**src/rtl/layer_out_serializer.sv**
```systemverilog
// ----------------------------------------------------------------------------
// layer_out_serializer
//
// Gathers one frame of NUM_NEURON per-neuron results from a fully-connected
// layer, whose valid pulses may arrive on different cycles. It then streams
// the frame one word at a time into the next layer, starting with element 0.
//
// Optional feature macro: LAYER_SER_ARGMAX_EN
//   When defined, the block tracks the signed maximum over each transmitted
//   frame. It reports the index of that maximum on o_argmax, together with
//   a one-cycle pulse on o_argmax_valid.
//
// Ports
//   i_clk           clock, rising-edge
//   i_reset         asynchronous, active-low reset
//   i_data          packed neuron outputs, neuron k at [k*DATA_WIDTH +: DATA_WIDTH]
//   i_data_valid    per-neuron capture pulse
//   o_data          current outgoing word (buffer entry selected by idx)
//   o_data_valid    o_data is valid (registered)
//   i_ready         downstream accepts the word
//   o_busy          high while sending (same as o_data_valid)
//   o_overrun       sticky: a neuron pulse was dropped while sending
//   o_argmax        index of the frame maximum      (LAYER_SER_ARGMAX_EN only)
//   o_argmax_valid  one-cycle result pulse          (LAYER_SER_ARGMAX_EN only)
// ----------------------------------------------------------------------------
module layer_out_serializer #(
   parameter int NUM_NEURON = 10,
   parameter int DATA_WIDTH = 16
) (
   input  logic                             i_clk,
   input  logic                             i_reset,
   input  logic [NUM_NEURON*DATA_WIDTH-1:0] i_data,
   input  logic [NUM_NEURON-1:0]            i_data_valid,
   output logic [DATA_WIDTH-1:0]            o_data,
   output logic                             o_data_valid,
   input  logic                             i_ready,
   output logic                             o_busy,
   output logic                             o_overrun
`ifdef LAYER_SER_ARGMAX_EN
   ,
   output logic [$clog2(NUM_NEURON)-1:0]    o_argmax,
   output logic                             o_argmax_valid
`endif
);

   localparam int IDX_W = $clog2(NUM_NEURON);
   localparam logic [IDX_W-1:0] LAST_IDX = IDX_W'(NUM_NEURON - 1);

   typedef enum logic [0:0] {
      ST_COLLECT = 1'b0,
      ST_SEND    = 1'b1
   } state_t;

   state_t                state_r;
   logic [DATA_WIDTH-1:0] data_buf_r [NUM_NEURON];
   logic [NUM_NEURON-1:0] mask_r;
   logic [IDX_W-1:0]      idx_r;
   logic                  valid_r;
   logic                  overrun_r;

   logic                  final_xfer_s;
   logic                  capture_s;
   logic                  drop_s;
   logic [NUM_NEURON-1:0] mask_next_s;
   logic                  frame_done_s;

   // Classify this cycle: capture pulses, drop them, or complete the frame.
   always_comb begin
      final_xfer_s = 1'b0;
      capture_s    = 1'b0;
      drop_s       = 1'b0;
      mask_next_s  = mask_r | i_data_valid;
      frame_done_s = 1'b0;
      if (state_r == ST_SEND) begin
         final_xfer_s = i_ready && (idx_r == LAST_IDX);
         // Pulses on the final-transfer edge belong to the next frame.
         capture_s    = final_xfer_s;
         drop_s       = !final_xfer_s && (|i_data_valid);
      end else begin
         capture_s    = 1'b1;
         frame_done_s = &mask_next_s;
      end
   end

   // Capture the buffer, run the collect/send FSM, and track overrun.
   always_ff @(posedge i_clk or negedge i_reset) begin
      if (!i_reset) begin
         state_r   <= ST_COLLECT;
         mask_r    <= {NUM_NEURON{1'b0}};
         idx_r     <= {IDX_W{1'b0}};
         valid_r   <= 1'b0;
         overrun_r <= 1'b0;
         for (int k = 0; k < NUM_NEURON; k++) begin
            data_buf_r[k] <= {DATA_WIDTH{1'b0}};
         end
      end else begin
         for (int k = 0; k < NUM_NEURON; k++) begin
            if (capture_s && i_data_valid[k]) begin
               data_buf_r[k] <= i_data[k*DATA_WIDTH +: DATA_WIDTH];
            end
         end
         if (drop_s) begin
            overrun_r <= 1'b1;
         end
         case (state_r)
            ST_COLLECT: begin
               if (frame_done_s) begin
                  state_r <= ST_SEND;
                  valid_r <= 1'b1;
                  idx_r   <= {IDX_W{1'b0}};
                  mask_r  <= {NUM_NEURON{1'b0}};
               end else begin
                  mask_r  <= mask_next_s;
               end
            end
            ST_SEND: begin
               if (final_xfer_s) begin
                  state_r <= ST_COLLECT;
                  valid_r <= 1'b0;
                  idx_r   <= {IDX_W{1'b0}};
                  // The mask was cleared on SEND entry, so the new frame
                  // starts from exactly this cycle's pulses.
                  mask_r  <= i_data_valid;
               end else if (i_ready) begin
                  idx_r   <= idx_r + IDX_W'(1);
               end
            end
            default: begin
               state_r <= ST_COLLECT;
               valid_r <= 1'b0;
               idx_r   <= {IDX_W{1'b0}};
               mask_r  <= {NUM_NEURON{1'b0}};
            end
         endcase
      end
   end

   assign o_data       = data_buf_r[idx_r];
   assign o_data_valid = valid_r;
   assign o_busy       = valid_r;
   assign o_overrun    = overrun_r;

`ifdef LAYER_SER_ARGMAX_EN
   logic signed [DATA_WIDTH-1:0] max_r;
   logic [IDX_W-1:0]             run_idx_r;
   logic [IDX_W-1:0]             argmax_r;
   logic                         argmax_valid_r;
   logic                         xfer_s;
   logic                         cand_gt_s;

   assign xfer_s    = valid_r && i_ready;
   // A strict compare keeps the earlier index on ties.
   assign cand_gt_s = $signed(o_data) > max_r;

   // Track the running signed maximum across words as they transfer.
   always_ff @(posedge i_clk or negedge i_reset) begin
      if (!i_reset) begin
         max_r          <= {DATA_WIDTH{1'b0}};
         run_idx_r      <= {IDX_W{1'b0}};
         argmax_r       <= {IDX_W{1'b0}};
         argmax_valid_r <= 1'b0;
      end else begin
         argmax_valid_r <= final_xfer_s;
         if (xfer_s) begin
            if (idx_r == {IDX_W{1'b0}}) begin
               max_r     <= $signed(o_data);
               run_idx_r <= {IDX_W{1'b0}};
            end else if (cand_gt_s) begin
               max_r     <= $signed(o_data);
               run_idx_r <= idx_r;
            end
            // The last element is folded in directly so that the result
            // is ready on the same edge as the final transfer.
            if (final_xfer_s) begin
               argmax_r <= cand_gt_s ? idx_r : run_idx_r;
            end
         end
      end
   end

   assign o_argmax       = argmax_r;
   assign o_argmax_valid = argmax_valid_r;
`endif

endmodule

```
**config.mk**
```make
export PLATFORM = sky130hd
export DESIGN_NAME = layer_out_serializer
export DESIGN_NICKNAME = d
export VERILOG_FILES = /design/src/rtl/layer_out_serializer.sv
export SDC_FILE = /design/constraint.sdc
export NUM_CORES = 1
export LEC_CHECK = 0
export BUFFER_PORTS_ARGS = -buffer_cell sky130_fd_sc_hd__buf_2
export CAP_MARGIN = 5
export CORE_UTILIZATION = 54
export CTS_CLUSTER_SIZE = 8
export DETAILED_ROUTE_END_ITERATION = 16
export PLACE_DENSITY = 0.79
export SYNTH_ARGS = -nofsm -noshare
export SYNTH_HDL_FRONTEND = slang
export SYNTH_SLANG_ARGS = --single-unit
```
**constraint.sdc**
```tcl
create_clock -name i_clk -period 2.75 [get_ports i_clk]
set_clock_uncertainty 0.15 [all_clocks]
set_input_delay 0.4125 -clock i_clk [delete_from_list [all_inputs] [get_ports i_clk]]
set_output_delay 0.4125 -clock i_clk [all_outputs]
set_load 0.01 [all_outputs]
```
==> results of run 1 <==
-- flip-flops by register name (all words and copies together) (netlist names) --
register / count
data_buf_r: 160
state_r: 1
o_busy: 1
o_overrun: 1
mask_r: 10
idx_r: 4
-- final timing paths --
check                                      startpoint                         end  cells after the start
worst max-delay path             idx_r[0]$_DFFE_PN0P_                   o_data[0]                      6
min in group asynchronous                     i_reset  data_buf_r[31]$_DFFE_PN0P_                      2
worst min register to register  o_overrun$_DFFE_PN0P_       o_overrun$_DFFE_PN0P_                      1
max in group asynchronous                     i_reset  data_buf_r[78]$_DFFE_PN0P_                      3
worst min-delay path                      i_data[102]  data_buf_r[54]$_DFFE_PN0P_                      2
worst max register to register   idx_r[0]$_DFFE_PN0P_  data_buf_r[11]$_DFFE_PN0P_                      8
-- metal layers --
metal	part of all wire [%]	wire length (microns)	vias to the layer above	global-route usage, %
li1	-	-	2546	-
met1	43	8870	2915	37.7
met2	48	9980	263	43.6
met3	7.2	1500	34	7.74
met4	1.9	391	2	9.83
met5	0.063	13	-	0
-- final cells by class --
class / instances / share of cell area, %
repair buffers: 229 / 13.2
inverters: 2 / 0.110
flip-flops and latches: 177 / 43.5
clock inverters: 11 / 1.24
well taps: 184 / 2.26
multi-input cells: 359 / 35.2
clock buffers: 21 / 4.52
-- power breakdown --
group / total [mW] / leakage [nW] / internal (mW) / switching, mW
sequential: 4.67 / 2.06 / 3.94 / 0.732
combinational: 4.93 / 2.16 / 2.66 / 2.27
clock: 2.42 / 0.289 / 1.40 / 1.03
-- what timing repair did --
| action | 4_1_cts | 5_1_grt |
|---|---|---|
| gates cloned | 1 | 1 |
| setup endpoints to repair | 16 | 16 |
| buffers inserted | 7 | 7 |
| gates resized for setup | 8 | 21 |
| hold buffers | 1 | 0 |
| hold endpoints to repair | 49 | 0 |
| pin swaps | 0 | 2 |
-- synth_stat cells, drive strengths merged, types with 11 or more instances --
cell type  instances  area share [%]
mux2i             16             1.9
a21oi             16            0.97
nor2              37             1.7
dfrtp            177              54
nor3b             11             1.0
clkbuf            13            0.59
mux2             160              22
o21ai             17             1.0
mux4              32             8.8
buf               32             2.7
nand3             17             1.0
nor4              11            0.84
-- critical path, delay by kind of cell, from the launching register on --
kind | cells | cell delay, ns
buf+inv | 3 | 0.47
mux | 1 | 0.43
compound gates | 2 | 0.32
flops | 1 | 0.50
-- cells by family (layout without fill, tap and decap cells) --
logic type | Yosys count | in the layout | synth area share, %
mux | 208 | 208 | 32.6
flops | 177 | 177 | 53.9
simple gates | 105 | 105 | 6.73
buf+inv | 47 | 263 | 3.42
compound gates | 44 | 44 | 3.06
fa+ha+maj | 2 | 2 | 0.304
-- stage by stage --
stage | cells | util [%] | hold slack (ns) | instance area (sq um)
final | 983 | 69.3 | 0.0384 | 10200
after global routing | 983 | 69.3 | 0.0357 | 10200
after CTS | 976 | 68.6 | 0.0274 | 10100
after detailed placement | 935 | 63.6 | 0.244 | 9350
after global placement | 935 | 63.6 | 0.231 | 9350
after floorplan | 583 | - | -0.0331 | 8220
==> impl_results.md, run 1 <==
- Status: finished, violations left
- Violated checks: design-rule violations
- Final hold vios: 0
- CTS Buf Count: 17
- Die width: 125 microns
- Tcrit/Tclk final: 98.5%
- Initial antenna violation count: 1
- GPL Wtd Cong: 0.848
- Clk slew on worst S/H paths: 0.07 ns
- WL per Instance: 21.1 microns
- Register area: 0.00444 sq mm
- TNS Setup: 0 ns
- Number of primary I/O pins: 192
- Worst min-delay path category: input port to register
- Seq/Total Area, Yosys: 53.9%
- # setup viols final: 0
- Die height: 125 microns
- Antenna-violating nets left: 0
- EDFF count, synth: 0
- # DRC: 12
- Critical path's largest stage delay: 0.50 ns
- Starting DRT DRC Count: 433
- Worst slack, placed: 0.250 ns
- Slowest stage cell, crit path: dfrtp_4
- CP endpoint kind: output port
- RSZ-0062 raised after global routing: true
- CTS max path bufs: 2
- Crit path max fanout: 4
- Netlist cell types: 38
- Pleak: 4.51 nW
- Gr ovfl total: 0
- Largest net degree at the start of global routing: 69
- Synth Register Bits: 177
- Multi-input gate area: 0.00358 sq mm
- Worst Path Arrival: 2.15 ns
- Post-Syn Area per Cell: 14.1 sq um
- Drt first pass iters: 12
- Core area: 0.0147 sq mm
- Fin crit period: 2.71 ns
- Setup WS post-layout: 0.0403 ns
- Max cap viols: 0
- All-Layer GR Usage: 27.9%
- Net count after synthesis: 758
- Synthesized area: 0.00822 sq mm
- Routed WL: 20,800 microns
- Peak supply drop: 0.626 mV
- Antenna diodes: 0
- Cell Pwr Density: 1180 mW/mm^2
- Final Max Tran Viols: 0
- Fill cells: 1,041
- Clk Latency, worst-skew pair: 0.43 ns
- DR vias: 5,760
- Number of global-route vias before repair: 5,955
- Final HPWL DP: 14,600 microns
- Total power: 12.0 mW
- Startpoint Class: register
- Max Freq: 0.369 GHz
- Clock sink total: 177
- First-pass GRT wire length: 32,500 microns
- Warnings from Yosys: 0
- Final Net Count: 961
- Num rows: 44
- Total Die Area: 0.0157 sq mm
- Port bufs: 191
- Initial Utilization: 55.9%
- Post-synthesis async set-or-reset flop share: 100%
- Htree depth: 4
- Crit Path Class: register to output port
- Cell count after synthesis: 583
- Slew HR: 66.7%
- Post-DR vias/cell: 5.86
- Most frequent cells in the layout: buf_2 (190), dfrtp_1 (174), mux2_2 (94)
- Post-synth top flop: dfrtp_1
- Root buffer cell: clkbuf_16
- Worst Path Required: 2.19 ns
- Most common cell after layout, fill and taps aside: buf_2
- CTS tree: done
- Layout cells sized above 1: 50.8%
- FF-to-FF setup slack: 0.24 ns
- Least-Margin Pin Slew: 0.499 ns
- CP Cell Sequence: buf_12, buf_4, mux4_2, a21oi_2, o21ai_0, buf_2
- Synth-to-Final Area Change: 23.9%
(Power assumes the default switching activity.)
==> inputs of run 2 (changes only) <==
Settings changed: ABC_AREA set to 1, CORE_UTILIZATION 54 to 55, PLACE_DENSITY 0.79 to 0.8.
==> impl_results.md, run 2 <==
- Status: finished, final reports clean
- Least-Margin Pin Slew: 0.521 ns (+0.0224 ns)
- Drt first pass iters: 6 (-6)
- Max reg flops: 160 (unchanged)
- DP Area: 0.00990 sq mm (+5.9%)
- Largest net degree at the start of global routing: 68 (-1.4%)
- Die width: 129 microns (+3.0%)
- Setup WS post-layout: 0.0536 ns (+0.0133 ns)
- Port bufs: 191 (unchanged)
- Worst min-delay path category: input port to register
- Number of global-route vias before repair: 7,958 (+34%)
- Post-synth top cells: nand2_1 (451), nand3_1 (209), dfrtp_1 (177), nor2_1 (152), o21ai_0 (59)
- Netlist cell types: 23 (-39%)
- Antenna diodes: 0 (unchanged)
- Synth Register Bits: 177 (unchanged)
- Combinational fraction of design power: 45.3% (+4.3 points)
- Total Die Area: 0.0167 sq mm (+6.1%)
- All-Layer GR Usage: 31.5% (+3.6 points)
- Post-synthesis async set-or-reset flop share: 100% (unchanged)
- Multi-input gate area: 0.00390 sq mm (+8.8%)
- Worst Path Required: 2.19 ns (about the same)
- Routed WL: 24,900 microns (+20%)
- Final core occ: 66.3% (-3.1 points)
- Net count after synthesis: 1,385 (+83%)
- CTS Buf Count: 17 (unchanged)
- Register area: 0.00443 sq mm (-0.11%)
- Final HPWL DP: 18,100 microns (+24%)
- Warnings from Yosys: 0 (unchanged)
- Crit path max fanout: 19 (+15)
- Root buffer cell: clkbuf_16
- First-pass GRT wire length: 39,500 microns (+21%)
- CP endpoint kind: output port
- Max Freq: 0.371 GHz (+0.49%)
- Total power: 12.7 mW (+5.2%)
- Post-Syn Area per Cell: 7.35 sq um (-48%)
- Worst Path Arrival: 2.13 ns (-0.02 ns)
- CTS max path bufs: 2 (unchanged)
- Startpoint Class: register
- Clock sink total: 177 (unchanged)
- Number of primary I/O pins: 192 (unchanged)
- EDFF count, synth: 0 (unchanged)
- Post-Layout Inst Area: 0.0105 sq mm (+2.9%)
- Fin cells: 1,587 (+61%)
- Cell with the most instances after synthesis: nand2_1
- Yosys top cell by area: dfrtp_1
- Hold Slack: 0.0561 ns (+0.0177 ns)
- Yosys top cell area share: 49.8% (-4.1 points)
- Clock share of power: 18.5% (-1.6 points)
- Pleak: 5.80 nW (+29%)
- Top flop regs: data_buf_r x160, mask_r x10, idx_r x4
- Synthesized area: 0.00890 sq mm (+8.2%)
- Final Net Count: 1,533 (+60%)
- TNS Setup: 0 ns (unchanged)
- Gr ovfl total: 0 (unchanged)
- Peak supply drop: 1.04 mV (+67%)
- Die height: 129 microns (+3.0%)
- Tcrit/Tclk final: 98.0% (-0.49 points)
- Post-DR vias/cell: 5.39 (-7.9%)
- Synth-to-Final Area Change: 17.9%
- Fill cells: 1,380 (+33%)
- Worst slack, placed: 0.183 ns (-0.0664 ns)
- Post-synth top flop: dfrtp_1
- Crit Path Class: register to output port
- Seq/Total Area, Yosys: 49.8% (-4.1 points)
- Clk slew on worst S/H paths: 0.07 ns (about the same)
- Num rows: 46 (+4.5%)
- Starting DRT DRC Count: 845 (+95%)
- Switch share: 44.4% (+11 points)
- RSZ-0062 raised after global routing: false
- GPL Wtd Cong: 0.901 (+6.2%)
- Most common cell after layout, fill and taps aside: nand2_1
- # DRC: 0 (-12)
- Core area: 0.0158 sq mm (+7.7%)
- Final Max Tran Viols: 0 (unchanged)
- Max cap viols: 0 (unchanged)
- Initial antenna violation count: 0 (-1)
- # setup viols final: 0 (unchanged)
- Layout cells sized above 1: 18.8% (-32 points)
- Most frequent cells in the layout: nand2_1 (451), nand3_1 (209), buf_2 (190)
- Slew HR: 65.2% (-1.5 points)
- Top reg by flops: data_buf_r
- DR vias: 8,560 (+49%)
- Initial Utilization: 56.2% (+0.26 points)
- Clk Latency, worst-skew pair: 0.43 ns (about the same)
- Fin crit period: 2.70 ns (-0.0133 ns)
- Sequential Power Share: 36.2% (-2.7 points)
- Sw Pwr: 5.62 mW (+39%)
- Cell count after synthesis: 1,210 (+110%)
- Power Internal: 7.03 mW (-12%)
- Antenna-violating nets left: 0 (unchanged)
- Cell Pwr Density: 1210 mW/mm^2 (+2.2%)
- WL per Instance: 15.7 microns (-26%)
- Placed insts: 1,554 (+66%)
- Htree depth: 4 (unchanged)
- CTS tree: done
- Final hold vios: 0 (unchanged)
- Synth area leaders: dfrtp_1 (50%), nand2_1 (19%), nand3_1 (12%)
run 2: worst max-delay path, stage by stage, from the launching register on:
cell,delay (ns)
dfrtp_2,0.40
clkinv_2,0.22
buf_4,0.29
o21ai_0,0.31
nand3_1,0.12
nand3_1,0.10
nand2_1,0.11
buf_2,0.15
run 2: power by group through the flow:
stage | combinational, mW | clock (mW) | sequential, mW
finish | 5.74 | 2.34 | 4.58
global route | 6.44 | 2.48 | 4.70
CTS | 5.64 | 2.36 | 4.56
detailed placement | 5.60 | 0 | 4.59
global placement | 5.48 | 0 | 4.55
floorplan | 4.05 | 0 | 4.32
run 2: cell type report:
type,instances,share of cell area (%)
Sequential cell,177,42.2
Clock inverter,14,1.24
Clock buffer,18,4.19
Multi-Input combinational cell,909,37.2
Tap cell,216,2.58
Inverter,43,1.55
Timing Repair Buffer,210,11.0
run 2: worst paths after layout:
| check | startpoint | end | slack, ns | cells after the start |
|---|---|---|---|---|
| hold / removal | i_data[131] | data_buf_r[19]$_DFFE_PN0P_ | 0.06 | 3 |
| setup / recovery | idx_r[0]$_DFFE_PN0P_ | o_data[0] | 0.05 | 7 |
| min in group asynchronous | i_reset | data_buf_r[55]$_DFFE_PN0P_ | 0.33 | 2 |
| hold reg to reg | data_buf_r[136]$_DFFE_PN0P_ | data_buf_r[136]$_DFFE_PN0P_ | 0.32 | 2 |
| max in group asynchronous | i_reset | data_buf_r[49]$_DFFE_PN0P_ | 1.27 | 3 |
| setup reg to reg | idx_r[0]$_DFFE_PN0P_ | data_buf_r[97]$_DFFE_PN0P_ | 0.27 | 8 |
run 2: routing by layer:
| layer | wire length [microns] | track usage, % | part of all wire, % | vias to the layer above |
|---|---|---|---|---|
| met5 | 0 | 0 | 0 | - |
| met4 | 939 | 14.9 | 3.8 | 0 |
| met3 | 1800 | 5.78 | 7.2 | 63 |
| met2 | 11500 | 49.4 | 46 | 407 |
| met1 | 10700 | 42.5 | 43 | 3945 |
| li1 | - | - | - | 4145 |
run 2: kinds of logic after synthesis:
| group | after synthesis | synth area share [%] |
|---|---|---|
| xor+xnor | 1 | 0.0985 |
| fa+ha+maj | 2 | 0.281 |
| flops | 177 | 49.8 |
| compound gates | 76 | 4.30 |
| simple gates | 830 | 39.0 |
| buf+inv | 124 | 6.53 |
run 2: what timing repair did:
item                                    CTS  global route
pin swaps                                 0             0
resized for setup                         1             9
endpoints found under the hold margin    44             0
hold buffers                              1             0
endpoints found under the setup margin   16            56
buffers inserted                          0             0
==> inputs of run 3 (changes only) <==
Settings changed: BUFFER_PORTS_ARGS -buffer_cell sky130_fd_sc_hd__buf_2 to unset, CORE_UTILIZATION 55 to 64, DONT_BUFFER_PORTS set to 1, PLACE_DENSITY 0.8 to 0.79.
==> impl_results.md, run 3 (synthesis gave the netlist of run 2 again) <==
- Drt first pass iters: 9 (+3)
- Final Net Count: 1,595 (+4.0%)
- Worst Path Required: 2.19 ns (about the same)
- Power Internal: 7.22 mW (+2.7%)
- Least-Margin Pin Slew: 0.771 ns (+0.250 ns)
- Num rows: 42 (-8.7%)
- CTS max path bufs: 2 (unchanged)
- Fin cells: 1,610 (+1.4%)
- Most frequent cells in the layout: nand2_1 (451), dlygate4sd3_1 (253), nand3_1 (209)
- Fin crit period: 2.82 ns (+0.119 ns)
- Switch share: 47.6% (+3.2 points)
- CP endpoint kind: output port
- Port bufs: 0 (-100%)
- Top flop regs: data_buf_r x160, mask_r x10, idx_r x4
- Placed insts: 1,320 (-15%)
- Slew HR: 48.6% (-17 points)
- Total Die Area: 0.0144 sq mm (-14%)
- Clock sink total: 177 (unchanged)
- Clk Latency, worst-skew pair: 0.44 ns (about the same)
- Setup WS post-layout: -0.0652 ns (-0.119 ns)
- # DRC: 0 (unchanged)
- Gr ovfl total: 0 (unchanged)
- Number of primary I/O pins: 192 (unchanged)
- Crit-path leading delay family: compound AO/OA/AOI/OAI gates
- Cell Pwr Density: 1150 mW/mm^2 (-4.6%)
- Slowest stage cell, crit path: o21ai_0
- Layout cells sized above 1: 4.61% (-14 points)
- Clk slew on worst S/H paths: 0.07 ns (about the same)
- Root buffer cell: clkbuf_16
- Die height: 120 microns (-7.2%)
- All-Layer GR Usage: 49.8% (+18 points)
- Final hold vios: 178 (+178)
- Initial antenna violation count: 1 (+1)
- Most common cell after layout, fill and taps aside: nand2_1
- Number of global-route vias before repair: 10,000 (+26%)
- Htree depth: 4 (unchanged)
- Post-DR vias/cell: 6.44 (+19%)
- Critical path buffers and inverters: 2 (-1)
- Status: finished, violations left
- Tcrit/Tclk final: 102% (+4.3 points)
- Max reg flops: 160 (unchanged)
- Combinational fraction of design power: 47.2% (+1.9 points)
- Sequential Power Share: 34.7% (-1.5 points)
- Top reg by flops: data_buf_r
- Most numerous cell on the critical path: nand3_1
- Initial Utilization: 66.4% (+10 points)
- WL per Instance: 22.6 microns (+44%)
- Core area: 0.0134 sq mm (-15%)
- Violated checks: negative hold slack, negative setup slack
- GPL Wtd Cong: 0.880 (-2.3%)
- Routed WL: 36,400 microns (+46%)
- Clock share of power: 18.2% (-0.3 points)
- Final core occ: 89.4% (+23 points)
- CTS Buf Count: 17 (unchanged)
- Max Freq: 0.355 GHz (-4.2%)
- Antenna-violating nets left: 0 (unchanged)
- Worst min-delay path category: input port to async pin
- # setup viols final: 1 (+1)
- Synth-to-Final Area Change: 34.7%
- Critical path's largest stage delay: 0.59 ns (+0.19 ns)
- Crit Path Class: register to output port
- Worst Path Arrival: 2.25 ns (+0.12 ns)
- Largest net degree at the start of global routing: 178 (+160%)
- Startpoint Class: register
- Pleak: 5.90 nW (+1.6%)
- CP Cell Sequence: clkinv_1, buf_4, o21ai_0, nand3_1, nand3_1, nand2_1
- CTS tree: done
- First-pass GRT wire length: 53,800 microns (+36%)
- Starting DRT DRC Count: 2,092 (+150%)
- Final HPWL DP: 16,500 microns (-8.8%)
- Final Max Tran Viols: 0 (unchanged)
- Max cap viols: 0 (unchanged)
- Die width: 120 microns (-7.2%)
- Crit path max fanout: 32 (+13)
- Sw Pwr: 6.57 mW (+17%)
- Hold Slack: -0.490 ns (-0.546 ns)
- Peak supply drop: 0.760 mV (-27%)
- DR vias: 10,400 (+21%)
[run 3: cell types whose count changed in the layout (fill, tap and decap cells not counted), moves of 4 or more]
cell,before,now
o21ai_1,6,0
o21ai_0,53,59
buf_4,12,16
buf_2,190,0
dlygate4sd3_1,1,253
[run 3: worst paths after layout]
path / to / depth (start not counted) / slack [ns] / start
worst max register to register: data_buf_r[24]$_DFFE_PN0P_ / 9 / 0.16 / idx_r[1]$_DFFE_PN0P_
min in group i_clk: data_buf_r[41]$_DFFE_PN0P_ / 2 / 0 / i_data[121]
max in group asynchronous: data_buf_r[44]$_DFFE_PN0P_ / 0 / 2.56 / i_reset
worst min-delay path: data_buf_r[37]$_DFFE_PN0P_ / 0 / -0.49 / i_reset
worst min register to register: data_buf_r[99]$_DFFE_PN0P_ / 2 / 0.33 / data_buf_r[99]$_DFFE_PN0P_
worst max-delay path: o_data[7] / 6 / -0.07 / idx_r[0]$_DFFE_PN0P_
[run 3: area by class of cell]
cell class / instances / area [sq um]
clock buffer: 18 / 429
tap: 176 / 220
sequential: 177 / 4430
timing repair buffer: 270 / 2660
clock inverter: 14 / 156
inverter: 43 / 161
multi-input combinational: 911 / 3920
fill: 574 / 1410
antenna: 1 / 2.50
[run 3: power by group through the flow]
stage | combinational (mW) | sequential (mW) | clock, mW
floorplan | 4.05 | 4.32 | 0
global placement | 4.93 | 4.56 | 0
detailed placement | 5.05 | 4.57 | 0
CTS | 5.62 | 4.56 | 2.44
global route | 6.88 | 4.86 | 2.60
finish | 6.51 | 4.78 | 2.51
[run 3: stage by stage]
| step | power (mW) | worst slack, ns | cell area (sq um) | TNS [ns] |
|---|---|---|---|---|
| 2_1_floorplan | 8.37 | 0.698 | 8900 | 0 |
| 3_3_place_gp | 9.49 | 0.553 | 8820 | 0 |
| 3_5_place_dp | 9.62 | 0.509 | 8820 | 0 |
| 4_1_cts | 12.6 | 0.0203 | 11900 | 0 |
| 5_1_grt | 14.3 | -0.126 | 12000 | -0.138 |
| 6_report | 13.8 | -0.0652 | 12000 | -0.0652 |
[run 3: worst reg2reg max path: cells and delay by family, from the launching register on]
kind                       cells  cell delay [ns]
and+or+nand+nor                4             0.90
buffers and inverters          4             0.90
DFF                            1             0.39
adders and majority gates      1             0.18
[run 3: repair_timing]
item	in CTS	in global routing
hold endpoints to repair	325	181
hold buffers	246	7
gates resized for setup	0	1
buffers inserted	0	2
endpoints found under the setup margin	0	66
[run 3: metal layers]
metal	vias to the layer above	GRT usage, %	wire length [microns]
met5	-	0	0
met4	0	32.3	2900
met3	303	14.7	4700
met2	1052	80.6	16800
met1	4750	57.6	12000
li1	4267	-	-
